### config.mk
export PLATFORM = sky130hd
export DESIGN_NAME = rally_referee
export DESIGN_NICKNAME = d
export VERILOG_FILES = /design/src/rtl/rally_referee.sv
export SDC_FILE = /design/constraint.sdc
export NUM_CORES = 1
export LEC_CHECK = 0
export BUFFER_PORTS_ARGS = -buffer_cell sky130_fd_sc_hd__buf_2
export CORE_MARGIN = 2
export CORE_UTILIZATION = 35
export DETAILED_ROUTE_END_ITERATION = 6
export GPL_TIMING_DRIVEN = 0
export MAX_ROUTING_LAYER = met4
export SLEW_MARGIN = 25
export SYNTH_ARGS = -nofsm -noshare
export SYNTH_HDL_FRONTEND = slang
export SYNTH_SLANG_ARGS = --single-unit
### constraint.sdc
create_clock -name clk -period 2.5 [get_ports clk]
set_clock_uncertainty 0.2 [all_clocks]
set_input_delay 0.375 -clock clk [delete_from_list [all_inputs] [get_ports clk]]
set_output_delay 0.375 -clock clk [all_outputs]
set_load 0.005 [all_outputs]
### src/rtl/rally_referee.sv
// rally_referee -- match-level referee sitting after the physics engine.
//
// Watches the physics point-end flag (game_over/winner), keeps both scores,
// freezes physics for PAUSE_FRAMES frames after each point by withholding
// frame_tick, and declares the match winner at WIN_SCORE. A rising edge on
// start_btn begins a match from IDLE or restarts one from DONE.
//
// Ports
//   clk, rst_n      clock, asynchronous active-low reset
//   frame_tick      60 Hz one-clk frame pulse
//   start_btn       debounced start level (edge-detected here)
//   game_over       physics point-end flag, winner = 1 (P1) / 2 (P2)
//   phys_en         frame_tick forwarded to physics only while in PLAY
//   p1/p2_score     current scores
//   point_pulse     one-clk pulse per accepted point
//   match_over      high in DONE
//   match_winner    1/2 once the match is decided, else 0
//   state           IDLE=0 PLAY=1 PAUSE=2 DONE=3
module rally_referee #(
   parameter int WIN_SCORE    = 7,
   parameter int PAUSE_FRAMES = 90,
   parameter int SCORE_W      = 4
) (
   input  logic               clk,
   input  logic               rst_n,
   input  logic               frame_tick,
   input  logic               start_btn,
   input  logic               game_over,
   input  logic [1:0]         winner,
   output logic               phys_en,
   output logic [SCORE_W-1:0] p1_score,
   output logic [SCORE_W-1:0] p2_score,
   output logic               point_pulse,
   output logic               match_over,
   output logic [1:0]         match_winner,
   output logic [1:0]         state
);

   localparam int CNT_W = $clog2(PAUSE_FRAMES + 1);
   localparam logic [CNT_W-1:0]   PAUSE_LOAD = CNT_W'(PAUSE_FRAMES);
   localparam logic [SCORE_W-1:0] WIN_S      = SCORE_W'(WIN_SCORE);

   typedef enum logic [1:0] {IDLE = 2'd0, PLAY = 2'd1, PAUSE = 2'd2, DONE = 2'd3} state_t;

   state_t             st;
   logic [CNT_W-1:0]   cnt;
   logic               go_q, start_q;
   logic               go_rise, start_rise, valid_win;
   logic [SCORE_W-1:0] p1_nxt, p2_nxt;
   logic               won;

   assign go_rise    = game_over & ~go_q;
   assign start_rise = start_btn & ~start_q;
   assign valid_win  = (winner == 2'd1) || (winner == 2'd2);

   // saturating increments; the ceiling is unreachable for a legal WIN_SCORE
   assign p1_nxt = (&p1_score) ? p1_score : p1_score + 1'b1;
   assign p2_nxt = (&p2_score) ? p2_score : p2_score + 1'b1;
   assign won    = (winner == 2'd1) ? (p1_nxt == WIN_S) : (p2_nxt == WIN_S);

   assign phys_en    = frame_tick && (st == PLAY);
   assign match_over = (st == DONE);
   assign state      = st;

   always_ff @(posedge clk or negedge rst_n) begin
      if (!rst_n) begin
         st           <= IDLE;
         cnt          <= '0;
         go_q         <= 1'b0;
         start_q      <= 1'b0;
         p1_score     <= '0;
         p2_score     <= '0;
         point_pulse  <= 1'b0;
         match_winner <= 2'd0;
      end else begin
         go_q        <= game_over;
         start_q     <= start_btn;
         point_pulse <= 1'b0;
         case (st)
            IDLE, DONE: begin
               if (start_rise) begin
                  st           <= PLAY;
                  p1_score     <= '0;
                  p2_score     <= '0;
                  match_winner <= 2'd0;
               end
            end
            PLAY: begin
               // winner 0/3 is a malformed point end: dropped silently
               if (go_rise && valid_win) begin
                  point_pulse <= 1'b1;
                  if (winner == 2'd1) p1_score <= p1_nxt;
                  else                p2_score <= p2_nxt;
                  if (won) begin
                     st           <= DONE;
                     match_winner <= winner;
                  end else begin
                     st  <= PAUSE;
                     cnt <= PAUSE_LOAD;
                  end
               end
            end
            PAUSE: begin
               // game_over stays high here (physics is frozen), so go_rise
               // cannot occur until the first forwarded tick back in PLAY
               if (frame_tick) begin
                  if (cnt <= CNT_W'(1)) begin
                     cnt <= '0;
                     st  <= PLAY;
                  end else begin
                     cnt <= cnt - 1'b1;
                  end
               end
            end
            default: st <= IDLE;
         endcase
      end
   end

endmodule

==> out/results.ini, run 1 <==
[status]
status=finished, final reports clean

[run]
maxCapViolCount=0

[layout]
layout-drive-gt1-share_pct=22.8
num-fill-cells=370
nets=183
area_growth_pct=16.8
fin_area_sq_um=1600
n_antenna_cell=0
layout_common_cells=buf_2 (22), dfrtp_1 (22), nor2_1 (14)

[routing]
via_per_inst=5.53
dr.pass1.iters=4
drc=0
route.met3.wl_um=134
dr.max_layer_used=met4
wl_per_cell_um=13.9
wl_met2_um=1310
drt_iter0_drc=81
route.vias.total=1188
ant_nets=0
wl_met1_um=1490
drt_wl_total_um=2990

[yosys]
synth_area_per_cell_sq_um=9.71
ys_top_cells_by_area=dfrtp_1 (40%), ha_1 (7.3%), a22o_1 (6.4%)
synth.distinct_cells=44
syn-num-nets=156
synth-async-reset-ratio_pct=100
ys_seq_area_share_pct=40.2
synth_edf_count=0
ys_seq_elements=22
yosys.area.top_type_share_pct=40.2
yosys.area.top_type=dfrtp_1
ys_warn_count=0
synth-main-ff-cell=dfrtp_1
synth_area_sq_um=1370
syn_inst=141

[timing]
post-route-period-util_pct=92.7
rsz0062_at_grt=no
setup_viol=0
final_max_slew_viol_count=0
worst-slew-pin-transition_ps=512
tns_ps=0
min_period_ps=2320
final_hold_viol_count=0
clock.fmax_ghz=0.432
slew-limit-headroom_pct=65.9

[setup_path]
startpoint_type=flop
worst_path_max_delay_cell=clkbuf_1
cp.arrival_ps=2280
cp-end-kind=flop
critPathKind=flop to flop
path_cells=inv_1 > ha_1 > buf_6 > and4bb_1 > o2bb2ai_1 > clkbuf_1 > nor2_1 > nor2_1 > a21oi_1
cpMostUsedCell=nor2_1
crit_fanout=10
critical_path.max_stage_delay_ps=420
required_ps=2460

[power_and_ir_drop]
ir_worst_vdd_v=0.000333
powerDensity_nw_per_um2=1100
p_leak_nw=0.745

[clocking]
numCtsBuffers=3
clock_latency_ps=270
cts.path.max_buffers=2
htree_levels=1
cts_root_buf=clkbuf_8
path_clk_slew_ps=90
cts_tree=yes
post_cts_buffers=0
clock-sinks=22

[place]
place_hpwl_um=2200
portBuffers=21
place_area_sq_um=1530
place_congestion=0.871

[floorplan]
fp.dieH_um=66.5
initial_utilization_pct=36.8
ios=22
core_area_sq_um=3720
dieArea_sq_um=4430
die_w_um=66.5
rows=22

[grt]
grt_pass1_vias=1108
antenna_found_initial=0
track_usage_pct=16.2
grt_overflow=0
grt_max_degree=23
grt_pass1_wl_um=5310

[hold_path]
hold_path.class=primary input to flop

[cells by family after synthesis]
family,after synthesis,synth area share [%]
and+or+nand+nor,49,21.2
xor gates and xnor gates,2,1.28
adders and majority gates,8,7.31
AOI/OAI and AO/OA,43,22.5
DFF,22,40.2
muxes,4,3.29
buffers and inverters,13,4.20
[per-stage QoR]
step	cells	setup slack [ps]	power (mW)	hold WS (ps)	utilization (%)
final	215	183	1.76	24.8	43.0
after global routing	215	31.8	1.93	16.8	43.0
after CTS	215	165	1.77	23.8	43.0
after detailed placement	210	164	1.51	184	41.3
after global placement	210	170	1.48	172	41.3
after floorplan	141	416	1.24	-121	-
[synth_stat cells, types with 3 or more instances]
master    n
inv_1     9
nand2_1   4
dfrtp_1  22
a22o_1   10
o21ai_0   6
nand3_1   4
a31oi_1   6
nor3_1    4
ha_1      8
nor2_1   14
nand4_1   3
a21oi_1  10
[cell type report]
class	instances	area [sq um]	area share [%]
multi-input combinational	106	761	47.6
inverter	9	33.8	2.11
clock buffer	4	55.1	3.44
sequential	22	551	34.4
buffer	4	23.8	1.49
timing repair buffer	22	115	7.20
tap	48	60.1	3.76
[sequential cells by signal (all words and copies together) (netlist names)]
signal	cells
start_q	1
go_q	1
cnt	7
point_pulse	1
p2_score	4
match_winner	2
p1_score	4
state	2
[metal layers]
layer  up-vias  global-route usage (%)
li1        583                       -
met1       569                    21.4
met2        32                    24.3
met3         4                    2.53
met4         0                    7.65
met5         -                       -
[path summary, 6_finish.rpt]
check                               start  slack, ps  cells past startpoint           to
worst max-delay path             state[1]        180                      9  p1_score[3]
worst min-delay path            start_btn         20                      1      start_q
worst max register to register   state[1]        180                      9  p1_score[3]
worst min register to register     cnt[4]        330                      1       cnt[4]
max in group asynchronous           rst_n       1350                      2       cnt[4]
min in group asynchronous           rst_n        400                      2  p1_score[2]
[power by group]
group          switching, mW  total (mW)  internal, mW
registers              0.162       0.639         0.477
logic                  0.459       0.860         0.401
clock network          0.125       0.266         0.141
[timing repair]
action,4_1_cts,5_1_grt
gates resized for setup,0,0
hold buffers,1,0
endpoints found under the hold margin,22,0
[worst max-delay path: cells and delay by family, from the launching register on]
kind	cells	cell delay (ps)
and+or+nand+nor	3	400
DFF	1	410
AOI/OAI and AO/OA	2	390
adders and majority gates	1	180
buffers and inverters	3	620
Note: power is estimated with default switching activity, not from simulation.
==> inputs of run 2 (changes only) <==
--- a/config.mk
+++ b/config.mk
@@ -7,7 +7,8 @@
 export LEC_CHECK = 0
 export BUFFER_PORTS_ARGS = -buffer_cell sky130_fd_sc_hd__buf_2
 export CORE_MARGIN = 2
-export CORE_UTILIZATION = 35
+export CORE_UTILIZATION = 30
+export CTS_BUF_LIST = sky130_fd_sc_hd__clkbuf_16
 export DETAILED_ROUTE_END_ITERATION = 6
 export GPL_TIMING_DRIVEN = 0
 export MAX_ROUTING_LAYER = met4
==> run 2 against run 1 <==
Effect of this change: setup slack worse by 23 ps; maximum frequency down 0.99%; sequential power about the same; routed wire length up 3.6%; sequential share of layout area down 0.63 points; via count down 3.0%; core utilization down 5.9 points.
==> out/results.ini, run 2 (synthesized netlist as in run 1, its figures left out) <==
[power_and_ir_drop]
ir_worst_vdd_v=0.000528  ; +59%
p_leak_nw=0.758  ; +1.7%
powerDensity_nw_per_um2=1140  ; +3.4%

[floorplan]
die_w_um=71.5  ; +7.5%
initial_utilization_pct=31.2  ; -5.6 points
core_area_sq_um=4380  ; +18%
ios=22  ; unchanged
rows=24  ; +9.1%
fp.dieH_um=71.5  ; +7.5%
dieArea_sq_um=5120  ; +16%

[clocking]
numCtsBuffers=3  ; unchanged
cts_root_buf=clkbuf_16
clock_latency_ps=250  ; -20 ps
cts.path.max_buffers=2  ; unchanged
post_cts_buffers=0  ; unchanged
cts_tree=yes
htree_levels=1  ; unchanged
path_clk_slew_ps=60  ; -30 ps
clock-sinks=22  ; unchanged

[setup_path]
startpoint_type=flop
crit_fanout=10  ; unchanged
cp.arrival_ps=1760  ; -520 ps
critPathKind=flop to output pin
rr_worst_depth=8  ; -1
reg2reg_from=state[1]
r2r_slack_ps=210  ; +30 ps
crit_start=state[1]
cp-end-kind=output pin
r2r-end=p2_score[0]
required_ps=1920  ; -540 ps
endpoint=phys_en

[hold_path]
hold_path.class=primary input to flop
hold_path_depth=1  ; unchanged

[layout]
top_register=cnt
top_regs=cnt (7), p1_score (4), p2_score (4)
nets=183  ; unchanged
layout-drive-gt1-share_pct=22.8  ; unchanged
layout_common_cells=buf_2 (22), dfrtp_1 (22), nor2_1 (14)
largest_reg_flops=7  ; unchanged
finish.utilization_pct=37.2  ; -5.9 points
n_antenna_cell=0  ; unchanged
area_growth_pct=19.0
num-fill-cells=443  ; +20%

[routing]
drt_iter0_drc=36  ; -56%
via_per_inst=5.26  ; -4.8%
dr.pass1.iters=4  ; unchanged
ant_nets=0  ; unchanged
wl_per_cell_um=14.1  ; +1.7%
route.vias.total=1152  ; -3.0%
drt_wl_total_um=3100  ; +3.6%
drc=0  ; unchanged

[grt]
track_usage_pct=13.0  ; -3.1 points
grt_max_degree=23  ; unchanged
grt_pass1_wl_um=5210  ; -1.8%
antenna_found_initial=0  ; unchanged
grt_overflow=0  ; unchanged
grt_pass1_vias=1100  ; -0.72%

[timing]
timing.hold.ws_ps=36.2  ; +11.4 ps
clock.fmax_ghz=0.427  ; -0.99%
tns_ps=0  ; unchanged
setup_viol=0  ; unchanged
final_max_slew_viol_count=0  ; unchanged
slew-limit-headroom_pct=64.3  ; -1.6 points
min_period_ps=2340  ; +23.1 ps
rsz0062_at_grt=no
final_hold_viol_count=0  ; unchanged
fin_ws_ps=160  ; -23.1 ps
post-route-period-util_pct=93.6  ; +0.93 points
worst-slew-pin-transition_ps=536  ; +24.3 ps

[place]
place_hpwl_um=2210  ; +0.41%
preCtsSetupSlack_ps=149  ; -15.0 ps
place_congestion=0.798  ; -8.4%
portBuffers=21  ; unchanged

[status]
status=finished, final reports clean

[run]
maxCapViolCount=0  ; unchanged

## run 2: power by group
group | switching, mW | internal (mW) | total [mW]
clock | 0.130 | 0.214 | 0.343
combinational | 0.470 | 0.405 | 0.875
sequential | 0.162 | 0.478 | 0.640
total | 0.762 | 1.10 | 1.86
## run 2: repair_timing
action,4_1_cts,5_1_grt
hold buffers,1,0
endpoints found under the hold margin,22,0
setup endpoints to repair,0,1
resized for setup,0,2
## run 2: final cells by class
type / instances / area (sq um) / share of cell area (%)
Multi-Input combinational cell: 106 / 761 / 46.7
Sequential cell: 22 / 551 / 33.8
Timing Repair Buffer: 22 / 115 / 7.07
Clock buffer: 3 / 75.1 / 4.61
Tap cell: 52 / 65.1 / 3.99
Inverter: 9 / 33.8 / 2.07
Buffer: 4 / 25.0 / 1.54
Clock inverter: 1 / 3.75 / 0.230
## run 2: per-stage QoR
step           cell area, sq um  instances  total power [mW]
5_1_grt                    1630        219              2.02
3_5_place_dp               1540        214              1.51
4_1_cts                    1630        219              1.87
3_3_place_gp               1540        214              1.50
2_1_floorplan              1370        141              1.24
6_report                   1630        219              1.86
## run 2: critical path, cell delays in order (launching register included)
cell,delay (ps)
dfrtp_1,420
inv_1,70
ha_1,150
buf_6,130
clkbuf_1,430
and2_1,200
buf_2,100
## run 2: worst min-delay path by stage
stage              start           to
3_3_place_gp       rst_n  p2_score[2]
2_1_floorplan      rst_n       cnt[0]
4_1_cts        start_btn      start_q
3_5_place_dp       rst_n  p2_score[2]
6_report       start_btn      start_q
5_1_grt        start_btn      start_q
## run 2: per-layer routing
metal	vias to the layer above	GRT usage [%]	part of all wire, %
met1	545	18.5	51
met4	0	5.03	1.2
met5	-	-	0
li1	582	-	-
met3	4	0.844	1.7
met2	21	19.5	46
==> inputs of run 3 (changes only) <==
--- a/config.mk
+++ b/config.mk
@@ -5,7 +5,8 @@
 export SDC_FILE = /design/constraint.sdc
 export NUM_CORES = 1
 export LEC_CHECK = 0
-export BUFFER_PORTS_ARGS = -buffer_cell sky130_fd_sc_hd__buf_2
+export ABC_AREA = 1
+export BUFFER_PORTS_ARGS = -buffer_cell sky130_fd_sc_hd__buf_4
 export CORE_MARGIN = 2
 export CORE_UTILIZATION = 30
 export CTS_BUF_LIST = sky130_fd_sc_hd__clkbuf_16
==> run 3 against run 2 <==
Effect of this change: clock power is 32% higher; sequential power is 11% lower; area after synthesis is the same; critical endpoint is now match_winner[0]; largest cell class unchanged.
==> out/results.ini, run 3 <==
[status]
status=finished, final reports clean

[timing]
min_period_ps=1990  ; -348 ps
clock.fmax_ghz=0.502  ; +17%
slew-limit-headroom_pct=79.7  ; +15 points
worst-slew-pin-transition_ps=303  ; -233 ps
post-route-period-util_pct=79.7  ; -14 points
setup_viol=0  ; unchanged
tns_ps=0  ; unchanged
final_hold_viol_count=0  ; unchanged
rsz0062_at_grt=no
final_max_slew_viol_count=0  ; unchanged

[hold_path]
hold_path_depth=1  ; unchanged
hold_start=game_over
min_to=go_q
hold_path.class=primary input to flop

[yosys]
yosys.area.top_type_share_pct=40.2  ; unchanged
synth-async-reset-ratio_pct=100  ; unchanged
synth_simple_gate_area_share_pct=32.0  ; +11 points
synth-main-ff-cell=dfrtp_1
ys_top_cells_by_area=dfrtp_1 (40%), nand2_1 (16%), ha_1 (7.3%)
synthAdderAreaFrac_pct=7.31  ; unchanged
synth_top_family_by_area=simple AND/OR/NAND/NOR gates
synth_common_cells=nand2_1 (60), inv_1 (25), dfrtp_1 (22)
synth.most_common_cell=nand2_1
synthMuxAreaShare_pct=0  ; -3.3 points
ys_warn_count=0  ; unchanged
synth_area_sq_um=1370  ; unchanged
synth.distinct_cells=21  ; -52%
ys_seq_area_share_pct=40.2  ; unchanged
synth_edf_count=0  ; unchanged
synth_area_per_cell_sq_um=7.36  ; -24%
yosys.area.top_type=dfrtp_1
ys_seq_elements=22  ; unchanged
synth-xor-area-share_pct=3.84  ; +2.6 points
syn-num-nets=201  ; +29%
syn_inst=186  ; +32%
synth_compound_area_share_pct=8.50  ; -14 points

[clocking]
cts_tree=yes
numCtsBuffers=3  ; unchanged
cts_root_buf=clkbuf_16
clock_latency_ps=260  ; about the same
cts.path.max_buffers=2  ; unchanged
clock-sinks=22  ; unchanged
path_clk_slew_ps=60  ; about the same
htree_levels=1  ; unchanged

[floorplan]
core_area_sq_um=4380  ; unchanged
die_w_um=71.5  ; unchanged
initial_utilization_pct=31.2  ; unchanged
dieArea_sq_um=5120  ; unchanged
ios=22  ; unchanged
rows=24  ; unchanged
fp.dieH_um=71.5  ; unchanged

[routing]
drt_iter0_drc=38  ; +5.6%
via_per_inst=4.55  ; -14%
dr.pass1.iters=4  ; unchanged
drt_wl_total_um=2720  ; -12%
route.vias.total=1200  ; +4.2%
wl_per_cell_um=10.3  ; -27%
drc=0  ; unchanged
ant_nets=0  ; unchanged

[grt]
grt_pass1_wl_um=5000  ; -4.0%
grt_max_degree=23  ; unchanged
grt_pass1_vias=1122  ; +2.0%
grt_overflow=0  ; unchanged
track_usage_pct=12.5  ; -0.57 points
antenna_found_initial=0  ; unchanged

[layout]
fin_cells=264  ; +21%
layout-drive-gt1-share_pct=15.1  ; -7.7 points
finish.utilization_pct=38.9  ; +1.8 points
top_regs=cnt (7), p1_score (4), p2_score (4)
final_common_cell=nand2_1
n_antenna_cell=0  ; unchanged
nets=228  ; +25%
num-fill-cells=464  ; +4.7%
area_growth_pct=24.7
layout_common_cells=nand2_1 (60), inv_1 (25), dfrtp_1 (22)
largest_reg_flops=7  ; unchanged
top_register=cnt

[power_and_ir_drop]
ir_worst_vdd_v=0.000470  ; -11%
p_total_mw=1.99  ; +6.9%
p_leak_nw=0.914  ; +21%
powerDensity_nw_per_um2=1160  ; +2.1%

[setup_path]
reg2reg_from=state[1]
cp.arrival_ps=1940  ; +180 ps
required_ps=2450  ; +530 ps
startpoint_type=flop
crit_fanout=7  ; -3
crit_start=state[1]
critPathKind=flop to flop
r2r-end=match_winner[0]
cp-end-kind=flop
rr_worst_depth=9  ; +1
r2r_slack_ps=510  ; +300 ps

[place]
place_congestion=0.808  ; +1.2%
place_hpwl_um=2040  ; -8.0%
dp_cells=259  ; +21%
portBuffers=21  ; unchanged

[run]
maxCapViolCount=0  ; unchanged

-- run 3: stage by stage --
step | area (sq um) | setup WS, ps | hold slack (ps)
floorplan | 1370 | 764 | -121
global route | 1710 | 326 | 23.6
CTS | 1710 | 510 | 27.3
finish | 1710 | 509 | 32.7
global placement | 1590 | 517 | 80.9
detailed placement | 1590 | 523 | 84.1
-- run 3: repair_timing --
action | in CTS | in global routing
hold endpoints to repair | 22 | 0
gates resized for setup | 0 | 0
hold buffers | 1 | 0
buffers inserted | 0 | 0
-- run 3: routing by layer --
layer	track usage, %	vias up	routed length [um]
met4	5.03	0	41
met3	1.13	4	92
met2	17.8	23	1160
met5	-	-	0
met1	18.2	531	1430
li1	-	642	-
-- run 3: kinds of logic after synthesis --
kind of cell	after synthesis
compound gates	22
xor+xnor	6
fa+ha+maj	8
buf+inv	27
flops	22
simple gates	101
-- run 3: power by group --
| group | leakage, nW | internal, mW | total [mW] | switching (mW) |
|---|---|---|---|---|
| Combinational | 0.577 | 0.387 | 0.966 | 0.579 |
| Clock | 0.0511 | 0.318 | 0.453 | 0.135 |
| Sequential | 0.286 | 0.463 | 0.567 | 0.104 |
-- run 3: worst max path at each step --
stage	to	slack, ps	depth (start not counted)
6_report	match_winner[0]	510	9
4_1_cts	match_winner[0]	510	9
3_5_place_dp	state[0]	520	10
3_3_place_gp	state[0]	520	10
2_1_floorplan	state[0]	760	10
5_1_grt	p2_score[3]	330	8
-- run 3: critical path, cell delays in order (launching register included) --
cell and delay (ps):
dfrtp_1 420, inv_1 90, ha_1 320, inv_2 110, a21oi_1 140, nand2_1 150, inv_1 190, nand2_1 140
nand2_1 80, o21ai_1 60
-- run 3: area by class of cell --
type	instances	area [sq um]	share of cell area, %
Inverter	26	97.6	5.72
Multi-Input combinational cell	137	707	41.4
Timing Repair Buffer	22	168	9.82
Clock inverter	1	30.0	1.76
Tap cell	52	65.1	3.81
Sequential cell	22	551	32.3
Clock buffer	3	75.1	4.40
Buffer	1	13.8	0.806
